## config.mk

```make
export PLATFORM = sky130hd
export DESIGN_NAME = port_io_sched_flat
export DESIGN_NICKNAME = d
export VERILOG_FILES = /design/src/rtl/port_io_sched_if.sv /design/src/rtl/port_io_sched.sv /design/src/flat_wrapper.sv
export SDC_FILE = /design/constraint.sdc
export NUM_CORES = 1
export LEC_CHECK = 0
export CAP_MARGIN = 5
export CORE_UTILIZATION = 46
export DETAILED_ROUTE_END_ITERATION = 10
export GPL_TIMING_DRIVEN = 0
export PLACE_DENSITY_LB_ADDON = 0.05
export RECOVER_POWER = 100
export SETUP_SLACK_MARGIN = 0.1
export SLEW_MARGIN = 10
export SYNTH_ARGS = -nofsm -noshare
export SYNTH_HDL_FRONTEND = slang
export SYNTH_SLANG_ARGS = --single-unit
```

## constraint.sdc

```tcl
create_clock -name clk -period 4 [get_ports clk]
set_clock_uncertainty 0.15 [all_clocks]
set_input_delay 1.2 -clock clk [delete_from_list [all_inputs] [get_ports clk]]
set_output_delay 1.2 -clock clk [all_outputs]
set_load 0.005 [all_outputs]
```

## src/rtl/port_io_sched_if.sv

```systemverilog
// Bundle of the execute-path request signals and the four neighbour ports
// around port_io_sched. The slave modport is the scheduler's view. The
// master modport is the surrounding node's view (execute path plus
// neighbours).
interface port_io_sched_if #(
  parameter int DATA_W = 8
);
  // Execute-path read side
  logic                  rd_req;
  logic [2:0]            rd_sel;
  logic [DATA_W-1:0]     rd_data;
  logic                  rd_done;

  // Execute-path write side
  logic                  wr_req;
  logic [2:0]            wr_sel;
  logic [DATA_W-1:0]     wr_data;
  logic                  wr_done;
  logic                  stall;

  // Neighbour ports: port i occupies in_data[i*DATA_W +: DATA_W]
  logic [4*DATA_W-1:0]   in_data;
  logic [3:0]            in_valid;
  logic [3:0]            in_ready;
  logic [DATA_W-1:0]     out_data;
  logic [3:0]            out_valid;
  logic [3:0]            out_ack;

  // Last ANY transfer: bit2 = valid, bits1:0 = port index
  logic [2:0]            last_port;

  modport slave (
    input  rd_req, rd_sel, wr_req, wr_sel, wr_data, in_data, in_valid, out_ack,
    output rd_data, rd_done, wr_done, stall, in_ready, out_data, out_valid, last_port
  );

  modport master (
    output rd_req, rd_sel, wr_req, wr_sel, wr_data, in_data, in_valid, out_ack,
    input  rd_data, rd_done, wr_done, stall, in_ready, out_data, out_valid, last_port
  );
endinterface

```

## src/rtl/port_io_sched.sv

```systemverilog
// port_io_sched: sequences blocking reads and writes between the execute path
// and the four neighbour ports. It resolves the ANY, LAST and NIL
// pseudo-ports, and it holds stall high while a transfer waits for its
// partner.
// Optional macro PORT_ANY_RR_EN: when defined, ANY arbitration is round-robin.
// The search starts after the previous ANY winner. When it is undefined, the
// lowest index wins.
module port_io_sched #(
  parameter int DATA_W = 8,
  parameter int NPORT  = 4
) (
  input  logic           clk,
  input  logic           rst_n,
  port_io_sched_if.slave bus
);

  typedef enum logic [1:0] {IDLE, RD_WAIT, WR_WAIT, DONE} state_e;

  localparam logic [2:0] SEL_ANY  = 3'd4;
  localparam logic [2:0] SEL_LAST = 3'd5;

  state_e            state_q, state_d;
  logic [DATA_W-1:0] rd_data_q, rd_data_d;
  logic [DATA_W-1:0] out_data_q, out_data_d;
  logic [NPORT-1:0]  in_ready_q, in_ready_d;
  logic [NPORT-1:0]  out_valid_q, out_valid_d;
  logic              rd_done_q, rd_done_d;
  logic              wr_done_q, wr_done_d;
  logic [2:0]        last_port_q, last_port_d;
  logic              any_q, any_d;

  logic [2:0]        op_sel;
  logic [NPORT-1:0]  req_mask;
  logic              req_any;
  logic [NPORT-1:0]  hit_vec;
  logic [1:0]        search_start;
  logic [1:0]        win;

  // Returns the first set bit of req, searching upward from start with
  // wrap-around. The caller only uses the result when req is non-zero.
  function automatic logic [1:0] pick(input logic [NPORT-1:0] req,
                                      input logic [1:0] start);
    logic [1:0] idx;
    pick = start;
    for (int k = NPORT - 1; k >= 0; k--) begin
      idx = start + 2'(k);
      if (req[idx]) pick = idx;
    end
  endfunction

`ifdef PORT_ANY_RR_EN
  logic [1:0] rr_q, rr_d;
  assign search_start = rr_q + 2'd1;
`else
  assign search_start = 2'd0;
`endif

  // Resolve the selector of the pending operation into a port mask.
  // Reads take priority over writes, and an empty mask means NIL.
  always_comb begin
    // NOTE: every always_comb output gets a default first so no path leaves it unassigned and infers a latch.
    op_sel   = bus.rd_req ? bus.rd_sel : bus.wr_sel;
    req_mask = '0;
    req_any  = 1'b0;
    if (op_sel == SEL_ANY) begin
      req_mask = '1;
      req_any  = 1'b1;
    end else if (op_sel == SEL_LAST) begin
      if (last_port_q[2]) req_mask[last_port_q[1:0]] = 1'b1;
    end else if (!op_sel[2]) begin
      req_mask[op_sel[1:0]] = 1'b1;
    end
  end

  // Completed handshakes in the current wait state and the single winner
  // among them.
  assign hit_vec = (state_q == WR_WAIT) ? (bus.out_ack & out_valid_q)
                                        : (bus.in_valid & in_ready_q);
  assign win     = pick(hit_vec, search_start);

  // Next-state and next-output logic of the transfer FSM.
  always_comb begin
    state_d     = state_q;
    rd_data_d   = rd_data_q;
    out_data_d  = out_data_q;
    in_ready_d  = in_ready_q;
    out_valid_d = out_valid_q;
    rd_done_d   = 1'b0;
    wr_done_d   = 1'b0;
    last_port_d = last_port_q;
    any_d       = any_q;
`ifdef PORT_ANY_RR_EN
    rr_d        = rr_q;
`endif
    case (state_q)
      IDLE: begin
        if (bus.rd_req) begin
          if (req_mask == '0) begin
            rd_data_d = '0;
            rd_done_d = 1'b1;
            state_d   = DONE;
          end else begin
            in_ready_d = req_mask;
            any_d      = req_any;
            state_d    = RD_WAIT;
          end
        end else if (bus.wr_req) begin
          if (req_mask == '0) begin
            wr_done_d = 1'b1;
            state_d   = DONE;
          end else begin
            out_data_d  = bus.wr_data;
            out_valid_d = req_mask;
            any_d       = req_any;
            state_d     = WR_WAIT;
          end
        end
      end
      RD_WAIT, WR_WAIT: begin
        if (hit_vec != '0) begin
          // A handshake stands even if the request drops on the same cycle.
          if (state_q == RD_WAIT) begin
            rd_data_d = bus.in_data[int'(win)*DATA_W +: DATA_W];
            rd_done_d = 1'b1;
          end else begin
            wr_done_d = 1'b1;
          end
          if (any_q) begin
            last_port_d = {1'b1, win};
`ifdef PORT_ANY_RR_EN
            rr_d        = win;
`endif
          end
          in_ready_d  = '0;
          out_valid_d = '0;
          state_d     = DONE;
        end else if ((state_q == RD_WAIT) ? !bus.rd_req : !bus.wr_req) begin
          in_ready_d  = '0;
          out_valid_d = '0;
          state_d     = IDLE;
        end
      end
      DONE: state_d = IDLE;
      default: state_d = IDLE;
    endcase
  end

  // State and registered outputs. A synchronous reset aborts any transfer
  // without issuing a done pulse.
  always_ff @(posedge clk) begin
    // NOTE: sequential state uses non-blocking assignments so every flop samples pre-edge values.
    if (!rst_n) begin
      state_q     <= IDLE;
      rd_data_q   <= '0;
      out_data_q  <= '0;
      in_ready_q  <= '0;
      out_valid_q <= '0;
      rd_done_q   <= 1'b0;
      wr_done_q   <= 1'b0;
      last_port_q <= '0;
      any_q       <= 1'b0;
`ifdef PORT_ANY_RR_EN
      rr_q        <= 2'd3;
`endif
    end else begin
      state_q     <= state_d;
      rd_data_q   <= rd_data_d;
      out_data_q  <= out_data_d;
      in_ready_q  <= in_ready_d;
      out_valid_q <= out_valid_d;
      rd_done_q   <= rd_done_d;
      wr_done_q   <= wr_done_d;
      last_port_q <= last_port_d;
      any_q       <= any_d;
`ifdef PORT_ANY_RR_EN
      rr_q        <= rr_d;
`endif
    end
  end

  assign bus.rd_data   = rd_data_q;
  assign bus.rd_done   = rd_done_q;
  assign bus.wr_done   = wr_done_q;
  assign bus.in_ready  = in_ready_q;
  assign bus.out_data  = out_data_q;
  assign bus.out_valid = out_valid_q;
  assign bus.last_port = last_port_q;
  assign bus.stall     = (bus.rd_req | bus.wr_req) & ~(rd_done_q | wr_done_q);

endmodule

```

## src/flat_wrapper.sv

```systemverilog
// flat-port wrapper written by rule: the top's interface ports become plain ports
module port_io_sched_flat 
#(
  parameter int DATA_W = 8,
  parameter int NPORT  = 4
)
  (clk, rst_n, bus_rd_req, bus_rd_sel, bus_wr_req, bus_wr_sel, bus_wr_data, bus_in_data, bus_in_valid, bus_out_ack, bus_rd_data, bus_rd_done, bus_wr_done, bus_stall, bus_in_ready, bus_out_data, bus_out_valid, bus_last_port);
  port_io_sched_if #(.DATA_W(DATA_W)) bus_i ();
  input  logic clk;
  input  logic rst_n;
  input wire logic [$bits(bus_i.rd_req)-1:0] bus_rd_req;
  input wire logic [$bits(bus_i.rd_sel)-1:0] bus_rd_sel;
  input wire logic [$bits(bus_i.wr_req)-1:0] bus_wr_req;
  input wire logic [$bits(bus_i.wr_sel)-1:0] bus_wr_sel;
  input wire logic [$bits(bus_i.wr_data)-1:0] bus_wr_data;
  input wire logic [$bits(bus_i.in_data)-1:0] bus_in_data;
  input wire logic [$bits(bus_i.in_valid)-1:0] bus_in_valid;
  input wire logic [$bits(bus_i.out_ack)-1:0] bus_out_ack;
  output wire logic [$bits(bus_i.rd_data)-1:0] bus_rd_data;
  output wire logic [$bits(bus_i.rd_done)-1:0] bus_rd_done;
  output wire logic [$bits(bus_i.wr_done)-1:0] bus_wr_done;
  output wire logic [$bits(bus_i.stall)-1:0] bus_stall;
  output wire logic [$bits(bus_i.in_ready)-1:0] bus_in_ready;
  output wire logic [$bits(bus_i.out_data)-1:0] bus_out_data;
  output wire logic [$bits(bus_i.out_valid)-1:0] bus_out_valid;
  output wire logic [$bits(bus_i.last_port)-1:0] bus_last_port;
  assign bus_i.rd_req = bus_rd_req;
  assign bus_i.rd_sel = bus_rd_sel;
  assign bus_i.wr_req = bus_wr_req;
  assign bus_i.wr_sel = bus_wr_sel;
  assign bus_i.wr_data = bus_wr_data;
  assign bus_i.in_data = bus_in_data;
  assign bus_i.in_valid = bus_in_valid;
  assign bus_i.out_ack = bus_out_ack;
  assign bus_rd_data = bus_i.rd_data;
  assign bus_rd_done = bus_i.rd_done;
  assign bus_wr_done = bus_i.wr_done;
  assign bus_stall = bus_i.stall;
  assign bus_in_ready = bus_i.in_ready;
  assign bus_out_data = bus_i.out_data;
  assign bus_out_valid = bus_i.out_valid;
  assign bus_last_port = bus_i.last_port;
  port_io_sched #(.DATA_W(DATA_W), .NPORT(NPORT)) u_core (.clk(clk), .rst_n(rst_n), .bus(bus_i));
endmodule
```

## Word level (Yosys, flattened, before mapping)

Index checks and enable logic that the tools add are counted.

- Eq/ne operators: 14
- $lt $le $gt $ge: 4
- Mux-type cells: 49
- Reduce and logical (&&, ||, !) cells: 17
- Bitwise logic cells: 8
- Shift operators: 1

Operators by type and width:

| operator | count |
|---|---|
| 2-to-1 mux 4 bit | 11 |
| 2-to-1 mux 8 bit | 4 |
| indexed part select 32 x 6 -> 8 bit | 1 |
| 2-to-1 mux 2 bit | 9 |
| 2-to-1 mux 1 bit | 16 |
| case mux 4 bit (2 select lines) | 2 |
| case mux 8 bit (2 select lines) | 1 |
| AND reduction 5 bit | 2 |
| bitwise AND 4 bit | 2 |
| != test 2 bit (second input constant) | 4 |
| AND reduction 4 bit | 2 |
| equality test 3 bit (second input constant) | 2 |
| less-than comparator 2 x 3 -> 1 bit (second input constant) | 2 |
| != test 2 x 1 -> 1 bit (second input constant) | 3 |
| case mux 2 bit (3 select lines) | 1 |
| demux 1 bit (select 2 bit) | 2 |
| equality test 2 bit (second input constant) | 2 |
| greater-or-equal comparator 2 x 1 -> 1 bit (second input constant) | 2 |
| zero test 4 bit | 1 |
| case mux 1 bit (2 select lines) | 2 |
| AND reduction 2 bit | 2 |
| nonzero test 2 bit | 2 |
| nonzero test 4 bit | 1 |
| 2-to-1 mux 3 bit | 1 |
| other kinds (11) | 16 |

- Output and inout port bits: 30
- Input bits: 58
- Logic and storage cells: 102
- Flip-flop bits (word level): 32

## Logic depth before layout (Yosys ltp)

- Word-level depth: 13
- Mapped depth: 9
- Mapped depth without buffers: 7

## Worst setup path before layout

OpenSTA, ideal clock, no wires.

- Path kind: input to output
- From: in bus_rd_req
- To: out bus_stall
- Arrival time: 1.534 ns
- Path buffers: 1
- Data required time: 2.650 ns
- Path slack: 1.116 ns
- Stages on the path: 3
- Cells stage by stage: buf_4 -> nor2_1 -> nor3_1

- Word-level cells in the longest chain between the ends: 2

Ends and longest elaborated chain:

| what | RTL line | RTL |
|---|---|---|
| start: declaration | flat_wrapper.sv:11 | `input wire logic [$bits(bus_i.rd_req)-1:0] bus_rd_req;` |
| bitwise OR 1 bit | port_io_sched.sv:188 | `assign bus.stall = (bus.rd_req \| bus.wr_req) & ~(rd_done_q \| wr_done_q);` |
| bitwise AND 1 bit | port_io_sched.sv:188 |  |
| end: declaration | flat_wrapper.sv:22 | `output wire logic [$bits(bus_i.stall)-1:0] bus_stall;` |

Every way passes these cells.

## Worst setup path after layout

Ends and elaborated chain as after synthesis.

==> summary by stage <==
Logic synthesis
The commonest register cell after synthesis is sky130_fd_sc_hd__dfxtp_1. Of the post-synthesis cell area, the dominant cell type holds 0.313. During synthesis, Yosys emitted a total of 0 warnings. The share of synthesized registers carrying an async set or reset is 0.

The synthesized flop and latch total is 32. The leading cell type by number of instances after synthesis is sky130_fd_sc_hd__dfxtp_1. The post-synthesis net count is 282. Ranked by total cell area, the synthesized netlist is headed by sky130_fd_sc_hd__dfxtp_1 (31%), sky130_fd_sc_hd__mux2i_1 (8.3%), sky130_fd_sc_hd__mux2_1 (4.4%).

The top cell type by total area after synthesis is sky130_fd_sc_hd__dfxtp_1. The synthesized netlist cell count is 220. In this run, synthesis inferred 0 flip-flops with an integrated enable. The number of different library cells used by synthesis comes to 55. By count the netlist is led by sky130_fd_sc_hd__dfxtp_1 (32), sky130_fd_sc_hd__mux2i_1 (17), sky130_fd_sc_hd__nand2_1 (16), sky130_fd_sc_hd__nor2_1 (15), sky130_fd_sc_hd__inv_1 (14).

The cell area that synthesis handed to floorplanning was 2050 um2. The post-synthesis average cell area is 9.30 um2. The post-synthesis sequential area ratio is 0.313.

Floorplan
88 I/O pins were placed. The x dimension of the die is 68.7 um. The region available for standard cell placement spans 4140 um2. In this run the core area contains 23 standard-cell rows. The effective utilization at floorplan is 0.494. The die covers 4720 um2. The die is 68.7 um tall.

GRT
The overflow left after global routing is 0. The initial antenna violation count is 0. The first global-routing pass estimated 8900 um of wire.

The via count of the first global-routing pass was 1905. Entering global routing, the biggest net connects 11 pins. The overall routing resource usage is 0.258.

Timing
Setup repair after global routing left no endpoint under its margin. Adding up every negative setup slack in the final design gives 0 ns. Based on the critical path, the design can be clocked at up to 0.266 GHz. The final count of pins violating max slew is 0. The final period utilization is 0.938. The transition time at the pin with the least slew margin is 0.866 ns.

The final critical path time including I/O delays and setup is 3.75 ns. The final setup violation count is 0. Measured against its own limit, the worst slew margin works out to 0.419. The final count of hold timing violations is 0.

The tightest hold path in the finished design has a slack of 0.324 ns.

Layout
0 antenna diodes ended up in the layout. The final non-filler cell total is 365. Once layout is complete, the utilization of the core stands at 0.733.

The area added between synthesis and finish is 48.3%. The layout net count is 376. The design area is 3040 um2.

In the final layout, the share of cells above drive strength 1 is 0.0984.

Drt
The routed wirelength normalized by instance count is 16.3 um. The routed layout has 2147 vias. The number of detailed-routing iterations run before antenna repair is 4. Using the TritonRoute via totals, the vias-per-cell ratio works out to 5.88. The DRC marker count from the first detailed-route iteration is 151.

The aggregate routed wire length is 5940 um. The final routed DRC violation total is 0. The post-detailed-route count of antenna-violating nets is 0.

Placed design
The placed instances occupy a cell area of 2980 um2. The wire-length estimate of the detail-placed layout is 4440 um. The number of placed instances, taps included, is 357. The last weighted congestion value of the routability-driven placer is 0.849. The port buffer count is 87.

Setup path
The critical path is of the in -> out type. The critical path endpoint category is an output port. In this run the worst path has a maximum fanout of 10. The number of cells on the worst reg-to-reg path is 8. The capturing point of the worst reg2reg path is u_core.bus.rd_data[5]. Walking the worst path, the cells encountered are dlygate4sd2_1, buf_4, nor2_1, nor3_1, clkdlybuf4s50_1.

For the worst setup path, the data required time is 2.65 ns. The largest single stage delay on the critical path is 0.52 ns. The kind of cell adding the most delay to the critical path is buffers and inverters.

The critical path launch point type is a primary input. The slowest library cell on the worst path is sky130_fd_sc_hd__clkdlybuf4s50_1. The buffering stage count on the worst path with inverters included is 3. For flop-to-flop paths, the worst setup slack is 1.06 ns. The arrival time of data at the critical path endpoint is 2.40 ns. The startpoint identified for the worst register-to-register timing path is u_core.state_q[0].

Clocking
The CTS root buffer is sky130_fd_sc_hd__clkbuf_8. The latest clock arrival within the worst-skew pair is 0.28 ns. The TritonCTS clock tree is done. The clock-pin slew on the worst setup and hold paths is 0.07 ns. No sink is reached through more buffers than the 2 on the longest clock path.

The number of H-tree levels is 2. The clock buffer count from CTS is 5. The clock drives 32 sinks.

Run
The tool flagged a number of max-cap violations equal to 0.

Worst hold path
The hold-critical path depth is 2. The path class of the tightest hold or removal check is reg -> reg. The worst hold path terminates at u_core.bus.rd_data[6]. The startpoint of the tightest hold check path is u_core.bus.rd_data[6].

Pwr
Summed over all cells, the static leakage comes to 1.23 nW. The worst IR drop on VDD is 0.000372 V. For this design the ratio of total power to cell area is 415 nW/um2.

Status
The run finished with clean final reports.
-- worst reg2reg max path: stages (launching register included) --
cell and delay, ns:
sky130_fd_sc_hd__dfxtp_1 0.39, sky130_fd_sc_hd__inv_1 0.09, sky130_fd_sc_hd__ha_1 0.25, sky130_fd_sc_hd__nand3b_1 0.37
sky130_fd_sc_hd__and2_0 0.33, sky130_fd_sc_hd__a41oi_1 0.46, sky130_fd_sc_hd__clkbuf_1 0.47, sky130_fd_sc_hd__o211ai_1 0.17
sky130_fd_sc_hd__o32ai_1 0.16
-- kinds of logic after synthesis --
family | after synthesis | share of synthesized area
AO/OA/AOI/OAI | 64 | 0.265
adder cells (fa/ha/maj) | 4 | 0.0245
buffers and inverters | 22 | 0.0483
flip-flops | 32 | 0.313
multiplexers | 29 | 0.152
AND/OR/NAND/NOR | 69 | 0.198
-- state kept, by name (all words and copies together) (netlist names) --
signal                cells
u_core.bus.out_data       8
u_core.bus.rd_data        8
u_core.bus.in_ready       4
u_core.bus.out_valid      4
u_core.bus.last_port      3
u_core.state_q            2
u_core.any_q              1
u_core.bus.rd_done        1
u_core.bus.wr_done        1
-- stage by stage --
stage,setup slack [ns],power [mW]
finish,0.247,1.26
global route,0.128,1.34
CTS,0.173,1.31
detailed placement,-0.0343,1.05
global placement,0.00115,1.04
floorplan,1.12,0.829
-- metal layers --
layer	global-route usage	up-vias	part of all wire
li1	-	1022	-
met1	0.321	1025	0.43
met2	0.438	89	0.47
met3	0.0411	11	0.075
met4	0.112	0	0.019
met5	0	-	0
-- cells in the final DEF (no fill, tap or decap), types with 4 or more instances in the layout --
| cell | instances |
|---|---|
| sky130_fd_sc_hd__a21oi_1 | 9 |
| sky130_fd_sc_hd__a221oi_1 | 7 |
| sky130_fd_sc_hd__and3_1 | 10 |
| sky130_fd_sc_hd__clkbuf_1 | 5 |
| sky130_fd_sc_hd__clkbuf_8 | 6 |
| sky130_fd_sc_hd__clkdlybuf4s50_1 | 54 |
| sky130_fd_sc_hd__dfxtp_1 | 32 |
| sky130_fd_sc_hd__dlygate4sd3_1 | 31 |
| sky130_fd_sc_hd__ha_1 | 4 |
| sky130_fd_sc_hd__inv_1 | 14 |
| sky130_fd_sc_hd__mux2_1 | 8 |
| sky130_fd_sc_hd__mux2i_1 | 17 |
| sky130_fd_sc_hd__nand2_1 | 16 |
| sky130_fd_sc_hd__nor2_1 | 15 |
| sky130_fd_sc_hd__o211ai_1 | 9 |
| sky130_fd_sc_hd__o21ai_0 | 6 |
| sky130_fd_sc_hd__o32ai_1 | 9 |
-- what timing repair did --
action	CTS	global route
resized for setup	1	1
setup endpoints to repair	1	1
hold buffers	0	0
setup buffers	0	0
-- area by class of cell --
| cell class | instances | area [um2] |
|---|---|---|
| buffer | 8 | 45.0 |
| fill | 376 | 1110 |
| inverter | 14 | 52.6 |
| clock inverter | 2 | 10.0 |
| multi-input combinational | 166 | 1270 |
| sequential | 32 | 641 |
| clock buffer | 6 | 82.6 |
| timing repair buffer | 87 | 872 |
| tap | 50 | 62.6 |
-- where the power goes --
group | internal, mW | switching, mW
clock | 0.137 | 0.122
sequential | 0.358 | 0.0307
combinational | 0.287 | 0.327
total | 0.782 | 0.479
-- how the worst max path moves through the flow --
stage | endpoint | cells past startpoint | slack (ns) | from
floorplan | bus_stall | 3 | 1.12 | bus_rd_req
global placement | bus_stall | 5 | 0.001 | bus_rd_req
detailed placement | bus_stall | 5 | -0.03 | bus_rd_req
CTS | bus_stall | 4 | 0.17 | bus_wr_req
global route | bus_stall | 5 | 0.13 | bus_rd_req
finish | bus_stall | 5 | 0.25 | bus_rd_req
No activity file was read; power rests on OpenSTA's default activity.
